==> src/rtl/clock_control.sv <==
// Run/stop/single-step controller producing the divided CPU clock from the board oscillator.
// Define CLOCK_CONTROL_CYCLE_COUNT_EN to add o_cycles, a count of o_clk rising edges.
module clock_control #(
  parameter int DIV_WIDTH       = 24,
  parameter int DEFAULT_DIV     = 130000,
  parameter int DEBOUNCE_CYCLES = 65535
) (
  input  logic                 i_clk,
  input  logic                 i_rst_n,
  input  logic                 i_run_btn,
  input  logic                 i_step_btn,
  input  logic                 i_cpu_halt,
  input  logic                 i_div_load,
  input  logic [DIV_WIDTH-1:0] i_div_value,
  output logic                 o_clk,
  output logic                 o_running,
  output logic                 o_halted,
  output logic                 o_step_done
`ifdef CLOCK_CONTROL_CYCLE_COUNT_EN
  ,
  output logic [31:0]          o_cycles
`endif
);

  typedef enum logic [2:0] {STOPPED, RUN, DRAIN, STEP, HALTED} state_t;

  localparam logic [15:0]          DB_LAST   = 16'(DEBOUNCE_CYCLES - 1);
  localparam logic [DIV_WIDTH-1:0] DIV_RESET = DIV_WIDTH'(DEFAULT_DIV);
  localparam logic [DIV_WIDTH-1:0] ONE       = DIV_WIDTH'(1);

  // bit 0 = Run button, bit 1 = Step button
  logic [1:0]  sync1, sync2, level, level_q;
  logic [15:0] db_cnt [2];
  logic        run_ev, step_ev;

  state_t               state, state_nxt;
  logic                 clk_nxt, halt_tgt, halt_tgt_nxt, done_nxt, stop_halt, tick;
  logic [DIV_WIDTH-1:0] cnt, cnt_nxt, div, div_nxt;

  always_ff @(posedge i_clk or negedge i_rst_n) begin
    if (!i_rst_n) begin
      sync1     <= '0;
      sync2     <= '0;
      level     <= '0;
      level_q   <= '0;
      db_cnt[0] <= '0;
      db_cnt[1] <= '0;
    end else begin
      sync1   <= {i_step_btn, i_run_btn};
      sync2   <= sync1;
      level_q <= level;
      for (int i = 0; i < 2; i++) begin
        if (sync2[i] == level[i]) begin
          db_cnt[i] <= '0;
        end else if (db_cnt[i] == DB_LAST) begin
          level[i]  <= sync2[i];
          db_cnt[i] <= '0;
        end else begin
          db_cnt[i] <= db_cnt[i] + 16'd1;
        end
      end
    end
  end

  assign run_ev  = level[0] & ~level_q[0];
  assign step_ev = level[1] & ~level_q[1];

  // A load restarts the current phase, so it also suppresses a toggle due this cycle.
  assign tick      = (cnt == div - ONE) && !i_div_load;
  assign stop_halt = halt_tgt | i_cpu_halt;

  always_comb begin
    state_nxt    = state;
    clk_nxt      = o_clk;
    cnt_nxt      = cnt + ONE;
    div_nxt      = div;
    halt_tgt_nxt = halt_tgt;
    done_nxt     = 1'b0;
    case (state)
      STOPPED: begin
        clk_nxt = 1'b0;
        cnt_nxt = '0;
        if (run_ev) begin
          state_nxt = RUN;
        end else if (step_ev) begin
          state_nxt    = STEP;
          clk_nxt      = 1'b1;
          halt_tgt_nxt = 1'b0;
        end
      end
      RUN: begin
        if ((run_ev || i_cpu_halt) && !o_clk) begin
          state_nxt = i_cpu_halt ? HALTED : STOPPED;
          cnt_nxt   = '0;
        end else if (run_ev || i_cpu_halt) begin
          // high phase is never truncated: finish it in DRAIN unless it ends right now
          halt_tgt_nxt = i_cpu_halt;
          if (tick) begin
            clk_nxt   = 1'b0;
            cnt_nxt   = '0;
            state_nxt = i_cpu_halt ? HALTED : STOPPED;
          end else begin
            state_nxt = DRAIN;
          end
        end else if (tick) begin
          clk_nxt = !o_clk;
          cnt_nxt = '0;
        end
      end
      DRAIN: begin
        halt_tgt_nxt = stop_halt;
        if (tick) begin
          clk_nxt   = 1'b0;
          cnt_nxt   = '0;
          state_nxt = stop_halt ? HALTED : STOPPED;
        end
      end
      STEP: begin
        halt_tgt_nxt = stop_halt;
        if (tick) begin
          cnt_nxt = '0;
          if (o_clk) begin
            clk_nxt = 1'b0;
          end else begin
            state_nxt = stop_halt ? HALTED : STOPPED;
            done_nxt  = !stop_halt;
          end
        end
      end
      HALTED: begin
        clk_nxt = 1'b0;
        cnt_nxt = '0;
      end
      default: begin
        state_nxt = STOPPED;
        clk_nxt   = 1'b0;
        cnt_nxt   = '0;
      end
    endcase
    if (i_div_load) begin
      div_nxt = (i_div_value == '0) ? ONE : i_div_value;
      cnt_nxt = '0;
    end
  end

  always_ff @(posedge i_clk or negedge i_rst_n) begin
    if (!i_rst_n) begin
      state       <= STOPPED;
      o_clk       <= 1'b0;
      cnt         <= '0;
      div         <= DIV_RESET;
      halt_tgt    <= 1'b0;
      o_step_done <= 1'b0;
    end else begin
      state       <= state_nxt;
      o_clk       <= clk_nxt;
      cnt         <= cnt_nxt;
      div         <= div_nxt;
      halt_tgt    <= halt_tgt_nxt;
      o_step_done <= done_nxt;
    end
  end

  assign o_running = (state == RUN) || (state == DRAIN);
  assign o_halted  = (state == HALTED);

`ifdef CLOCK_CONTROL_CYCLE_COUNT_EN
  always_ff @(posedge i_clk or negedge i_rst_n) begin
    if (!i_rst_n) begin
      o_cycles <= '0;
    end else if (clk_nxt && !o_clk) begin
      o_cycles <= o_cycles + 32'd1;
    end
  end
`endif

endmodule

==> config.mk <==
export PLATFORM = sky130hd
export DESIGN_NAME = clock_control
export DESIGN_NICKNAME = d
export VERILOG_FILES = /design/src/rtl/clock_control.sv
export SDC_FILE = /design/constraint.sdc
export NUM_CORES = 1
export LEC_CHECK = 0
export ABC_AREA = 1
export CAP_MARGIN = 15
export CORE_MARGIN = 1
export CORE_UTILIZATION = 30
export DETAILED_ROUTE_END_ITERATION = 8
export PLACE_DENSITY = 0.42
export SYNTH_ARGS = -nofsm -noshare
export SYNTH_HDL_FRONTEND = slang
export SYNTH_SLANG_ARGS = --single-unit
==> constraint.sdc <==
create_clock -name i_clk -period 5.6 [get_ports i_clk]
set_input_delay 1.68 -clock i_clk [delete_from_list [all_inputs] [get_ports i_clk]]
set_output_delay 1.68 -clock i_clk [all_outputs]
set_load 0.03 [all_outputs]
==> out/results.txt, run 1 <==
outcome - complete, no violations
Starting Density - 30.98%
largest net degree at the start of global routing - 59
Peak Freq - 0.2607 GHz
Synth Register Bits - 94
max-cap viol count - 0
initial antenna violation count - 0
Clock power frac - 42.2%
Die Area - 0.01859 mm2
GRT Residual Overflow - 0
CTS Root Buffer Type - clkbuf_16
IO Pins - 34
power density over cell area - 243.2 mW/mm2
Critical Path Sink - o_running
unrepaired setup endpoints after global routing - false
R2R setup slack - 3180 ps
syn_nets - 754
Post-synth EDFFs - 0
Power Internal - 1.141 mW
Startpoint Class - register
CTS Buf Count - 9
Critical path buffers and inverters - 3
Final ANT Viol Nets - 0
Clock Latency Late Sink - 350 ps
Synth top cells by count - nand2_1 (180), nor2_1 (100), inv_1 (95), dfrtp_1 (83), xor2_1 (35)
Yosys warnings - 0
worst reg2reg path startpoint - div[0]
post-cts resize count - 0
die width - 136.3 um
reg-to-reg endpoint - cnt[13]
H-tree levels - 3
Crit path top cell by count - inv_1
drt drc - 0
CP startpoint - state[1]
Worst setup EP type - output port
Sequential Area - 0.002366 mm2
FILL cells - 1817
post-synthesis sequential area ratio - 43.70%
Wirelength per Cell - 12.95 um
post-detail-place hpwl - 9.574 mm
Sink Count - 94
fin area - 0.006307 mm2
clock-pin slew on the worst setup and hold paths - 70 ps
Req. time, crit path - 3920 ps
maximum clock insertion buffer count - 2
worst setup path category - register to output port
cell taking the most area after synthesis - dfrtp_1
final wirelength - 12.75 mm
nets@finish - 791
area of the multi-input gates - 0.002625 mm2
DR vias - 4492
row cnt - 48
FF-to-FF path depth - 12
Psw - 393.2 uW
VDD IR max - 0.1410 mV
first-pass GRT wire length - 21.81 mm
Synth cell types - 36
Post-synth top flop - dfrtp_1
CP max FO - 6
cell area after synthesis - 0.005414 mm2
ANT cells - 0
buffers added on ports - 33
Synth top area share - 38.36%
final hold violations - 0
Switching Fraction - 25.63%
CP peak stage delay - 710 ps
total leakage power - 2.776 nW
top cells by area, synth - dfrtp_1 (38%), nand2_1 (12%), nor2_1 (6.9%)
Slew headroom - 48.39%
Stages on worst setup path - 5
ys async rst share - 100.0%
hold crit path type - register to register
Total GRT Usage - 15.30%
DR iter-0 viols - 178
placeable core area - 0.01748 mm2
setup repair bufs after CTS - 0
CTS tree - done
Max Transition Viols Final - 0
period utilisation layout - 68.51%
Die Span Y - 136.3 um
slew of the pin with the lowest slew margin - 774.2 ps
vias in the first global route - 4565
share of layout cells above drive strength 1 - 9.211%
hold buffers post-CTS - 0
Post-Syn Area per Cell - 7.540 um2
dpl cell area - 0.005991 mm2
CP max stage cell - clkdlybuf4s50_1
crit-path cells - inv_1 > nor2_1 > inv_1 > a22oi_1 > clkdlybuf4s50_1
Fin Setup TNS - 0 ps
top cell family by delay on the critical path - buffers and inverters
synth-to-layout area growth - 16.50%
post-DR vias/cell - 4.560
cell with the most instances after synthesis - nand2_1
Final Setup Violations - 0
sequential power share - 47.7%
Routability Congestion - 0.8432
drt first pass iters - 4
Critical Path AT - 2160 ps
post-route minimum period - 3836 ps
synthesized instance count - 718
Hold WS - 355.0 ps
logic gate share of total power - 10.2%
Setup Skew - 8.366 ps
cells in the final DEF, fill, tap and decap left out, types with 4 or more instances in the layout:
master           synthesis  layout
xnor2_1                 14      14
dfrtp_1                 83      83
dfstp_2                 11      11
a21oi_1                 13      13
o21ai_0                 33      33
a211oi_1                 4       4
nand2_1                180     180
nand3_1                 33      33
ha_1                     6       6
nor3_1                  25      25
clkdlybuf4s50_1          0      32
nor2_2                  18      18
buf_4                    0       4
clkbuf_16                0       9
nor2_4                   6       6
xor2_1                  35      35
nand2_2                  6       6
nor2_1                 100     100
nand4_1                 14      14
nor4_1                   6       6
inv_1                   95      95
cell families after synthesis:
kind of cell	after synthesis	share of synthesized area, %
and+or+nand+nor	398	32.59
buffers and inverters	108	7.811
DFF	94	43.70
AOI/OAI and AO/OA	62	6.378
xor gates and xnor gates	49	7.927
adders and majority gates	6	1.387
muxes	1	0.2080
layer usage:
layer	GRT usage, %	vias up	part of all wire, %
li1	-	2335	-
met1	19.33	2078	48
met2	25.01	67	47
met3	4.288	12	4.0
met4	5.000	0	1.8
met5	0	-	0
registers in the layout, indices dropped and copies added (netlist names):
name         cells
db_cnt          32
cnt             24
div             24
state            3
level            2
level_q          2
sync1            2
sync2            2
halt_tgt         1
o_clk            1
o_step_done      1
worst reg2reg max path: cells and delay by family (launching register included):
kind | cells | cell delay (ps)
compound gates | 1 | 80
xor+xnor | 1 | 190
fa+ha+maj | 1 | 270
buf+inv | 3 | 480
flops | 1 | 420
simple gates | 6 | 860
cell type report:
type,count,area share (%)
Multi-Input combinational cell,516,41.62
Clock buffer,11,4.007
Inverter,98,5.832
Timing Repair Buffer,36,5.554
Tap cell,225,4.463
Clock inverter,5,1.012
Sequential cell,94,37.51
stage by stage:
step	util (%)	setup WS, ps	total power [mW]	instances
global placement	34.28	1672	0.9032	969
finish	36.09	1764	1.534	985
global route	36.09	1627	1.619	985
CTS	36.09	1730	1.569	985
floorplan	-	2668	0.8324	718
detailed placement	34.28	1645	0.9027	969
power by group through the flow:
stage / registers (mW) / logic [mW] / clock network (mW)
finish: 0.731 / 0.156 / 0.647
global placement: 0.745 / 0.158 / 0
global route: 0.734 / 0.181 / 0.703
floorplan: 0.735 / 0.0970 / 0
detailed placement: 0.743 / 0.159 / 0
CTS: 0.731 / 0.160 / 0.678
worst min-delay path by stage:
stage              from       end  slack, ps  depth (start not counted)
2_1_floorplan  sync1[0]  sync2[0]        330                          0
3_3_place_gp   sync1[1]  sync2[1]        340                          0
3_5_place_dp   sync1[1]  sync2[1]        340                          0
4_1_cts        sync1[1]  sync2[1]        360                          0
5_1_grt        sync1[0]  sync2[0]        360                          0
6_report       sync1[1]  sync2[1]        360                          0
Power figures use the tool's default switching activity.
==> inputs of run 2 (changes only) <==
Settings changed: PLACE_DENSITY 0.42 to 0.44.
Clock period 5.6 ns to 3.5 ns, I/O delays scaled along.
==> out/results.txt, run 2 (synthesis results as in run 1) <==
outcome - complete, no violations
Top reg by flops - db_cnt
row cnt - 48 (unchanged)
maximum clock insertion buffer count - 2 (unchanged)
post-DR vias/cell - 4.618 (+1.3%)
DR iter-0 viols - 193 (+8.4%)
unrepaired setup endpoints after global routing - false
total leakage power - 2.792 nW (+0.58%)
Starting Density - 30.98% (unchanged)
commonest non-fill, non-tap cells in the layout - nand2_1 (180), nor2_1 (100), inv_1 (95)
CTS tree - done
Peak Freq - 0.3148 GHz
Routability Congestion - 0.8454 (+0.26%)
H-tree levels - 3 (unchanged)
Power Internal - 1.895 mW (+66%)
post-cts resize count - 0 (unchanged)
Total GRT Usage - 14.98% (-0.32 points)
CP max stage cell - clkdlybuf4s50_1
synth-to-layout area growth - 17.22%
Wirelength per Cell - 13.04 um (+0.72%)
CP max FO - 6 (unchanged)
first-pass GRT wire length - 21.71 mm (-0.47%)
dpl cell area - 0.006003 mm2 (+0.21%)
max-cap viol count - 0 (unchanged)
hold crit path type - register to register
drt first pass iters - 4 (unchanged)
crit-path cells - inv_1 > nor2_1 > inv_1 > a22oi_1 > clkdlybuf4s50_1
hold buffers post-CTS - 0 (unchanged)
placeable core area - 0.01748 mm2 (unchanged)
initial antenna violation count - 0 (unchanged)
buffers added on ports - 33 (unchanged)
logic gate share of total power - 10.1% (about the same)
vias in the first global route - 4565 (unchanged)
worst setup path category - register to output port
CTS Root Buffer Type - clkbuf_16
period utilisation layout - 90.76%
FF-to-FF path depth - 12 (unchanged)
Sink Count - 94 (unchanged)
Total Power - 2.521 mW (+64%)
Req. time, crit path - 2450 ps (-1470 ps)
share of layout cells above drive strength 1 - 9.067% (-0.14 points)
Psw - 625.4 uW (+59%)
Fin Setup TNS - 0 ps (unchanged)
Clock Latency Late Sink - 350 ps (about the same)
largest net degree at the start of global routing - 51 (-14%)
Switching Fraction - 24.81% (-0.82 points)
biggest registers after layout - db_cnt: 32 flops, cnt: 24 flops, div: 24 flops
drt drc - 0 (unchanged)
Final Setup Violations - 0 (unchanged)
final wirelength - 12.86 mm (+0.82%)
sequential power share - 46.4% (-1.3 points)
Final ANT Viol Nets - 0 (unchanged)
Crit path top cell by count - inv_1
DR vias - 4553 (+1.4%)
GRT Residual Overflow - 0 (unchanged)
max FFs per register - 32 (unchanged)
Die Area - 0.01859 mm2 (unchanged)
setup repair bufs after CTS - 0 (unchanged)
Max Transition Viols Final - 0 (unchanged)
Die Span Y - 136.3 um (unchanged)
fin area - 0.006346 mm2 (+0.62%)
nets@finish - 792 (+0.13%)
Hold Crit Depth - 0 (unchanged)
slew of the pin with the lowest slew margin - 714.3 ps (-59.95 ps)
Stages on worst setup path - 5 (unchanged)
IO Pins - 34 (unchanged)
Setup Skew - 12.99 ps (+4.627 ps)
die width - 136.3 um (unchanged)
Worst setup EP type - output port
post-route minimum period - 3176 ps
Startpoint Class - register
commonest non-fill, non-tap cell in the layout - nand2_1
Critical path buffers and inverters - 3 (unchanged)
power density over cell area - 397.2 mW/mm2 (+63%)
post-detail-place hpwl - 9.592 mm (+0.19%)
Critical Path AT - 2130 ps (-30 ps)
Clock power frac - 43.5% (+1.3 points)
CTS Buf Count - 9 (unchanged)
top cell family by delay on the critical path - buffers and inverters
clock-pin slew on the worst setup and hold paths - 60 ps (about the same)
CP peak stage delay - 710 ps (about the same)
final core occ - 36.31% (+0.22 points)
Slew headroom - 51.94% (+3.6 points)
ANT cells - 0 (unchanged)
final hold violations - 0 (unchanged)
VDD IR max - 0.2195 mV (+56%)
==> run 2: cell types whose count changed in the layout (fill, tap and decap cells not counted) <==
cell / previous run / this run
buf_12: 0 / 1
inv_6: 2 / 0
buf_8: 0 / 1
clkinv_4: 1 / 0
buf_4: 4 / 3
clkbuf_1: 0 / 2
bufinv_16: 1 / 2
==> run 2: path summary, 6_finish.rpt <==
kind	from	end	slack [ps]
worst min-delay path	sync1[1]	sync2[1]	350
max in group asynchronous	i_rst_n	div[16]	2060
worst max-delay path	state[1]	o_running	320
worst min register to register	sync1[1]	sync2[1]	350
min in group asynchronous	i_rst_n	db_cnt[27]	690
worst max register to register	div[0]	cnt[14]	980
==> run 2: layer usage <==
layer	part of all wire, %	GRT usage, %
met2	46	24.53
met5	0	0
met3	3.1	3.281
met1	48	19.15
met4	2.5	5.741
==> run 2: metrics by stage <==
step	worst slack (ps)	cells	hold WS, ps
2_1_floorplan	1198	718	331.2
3_3_place_gp	329.9	969	340.4
3_5_place_dp	248.4	969	335.8
4_1_cts	297.5	985	350.1
5_1_grt	156.7	986	358.1
6_report	323.6	986	346.1
==> run 2: worst register-to-register path, delay by kind of cell (launching register included) <==
kind	cells	cell delay, ps
and+or+nand+nor	6	900
buffers and inverters	3	430
DFF	1	440
xor gates and xnor gates	1	180
AOI/OAI and AO/OA	1	190
adders and majority gates	1	270
==> run 2: power by group through the flow <==
| stage | registers (mW) | logic (mW) | clock network (mW) |
|---|---|---|---|
| 2_1_floorplan | 1.18 | 0.155 | 0 |
| 3_3_place_gp | 1.19 | 0.258 | 0 |
| 3_5_place_dp | 1.19 | 0.259 | 0 |
| 4_1_cts | 1.17 | 0.260 | 1.13 |
| 5_1_grt | 1.17 | 0.292 | 1.18 |
| 6_report | 1.17 | 0.254 | 1.10 |
==> run 2: cell type report <==
| class | count | area, um2 |
|---|---|---|
| inverters | 98 | 367.9 |
| clock inverters | 3 | 67.56 |
| fillers | 1805 | 11130 |
| multi-input cells | 516 | 2625 |
| repair buffers | 37 | 377.9 |
| flip-flops and latches | 94 | 2366 |
| clock buffers | 13 | 260.3 |
| well taps | 225 | 281.5 |
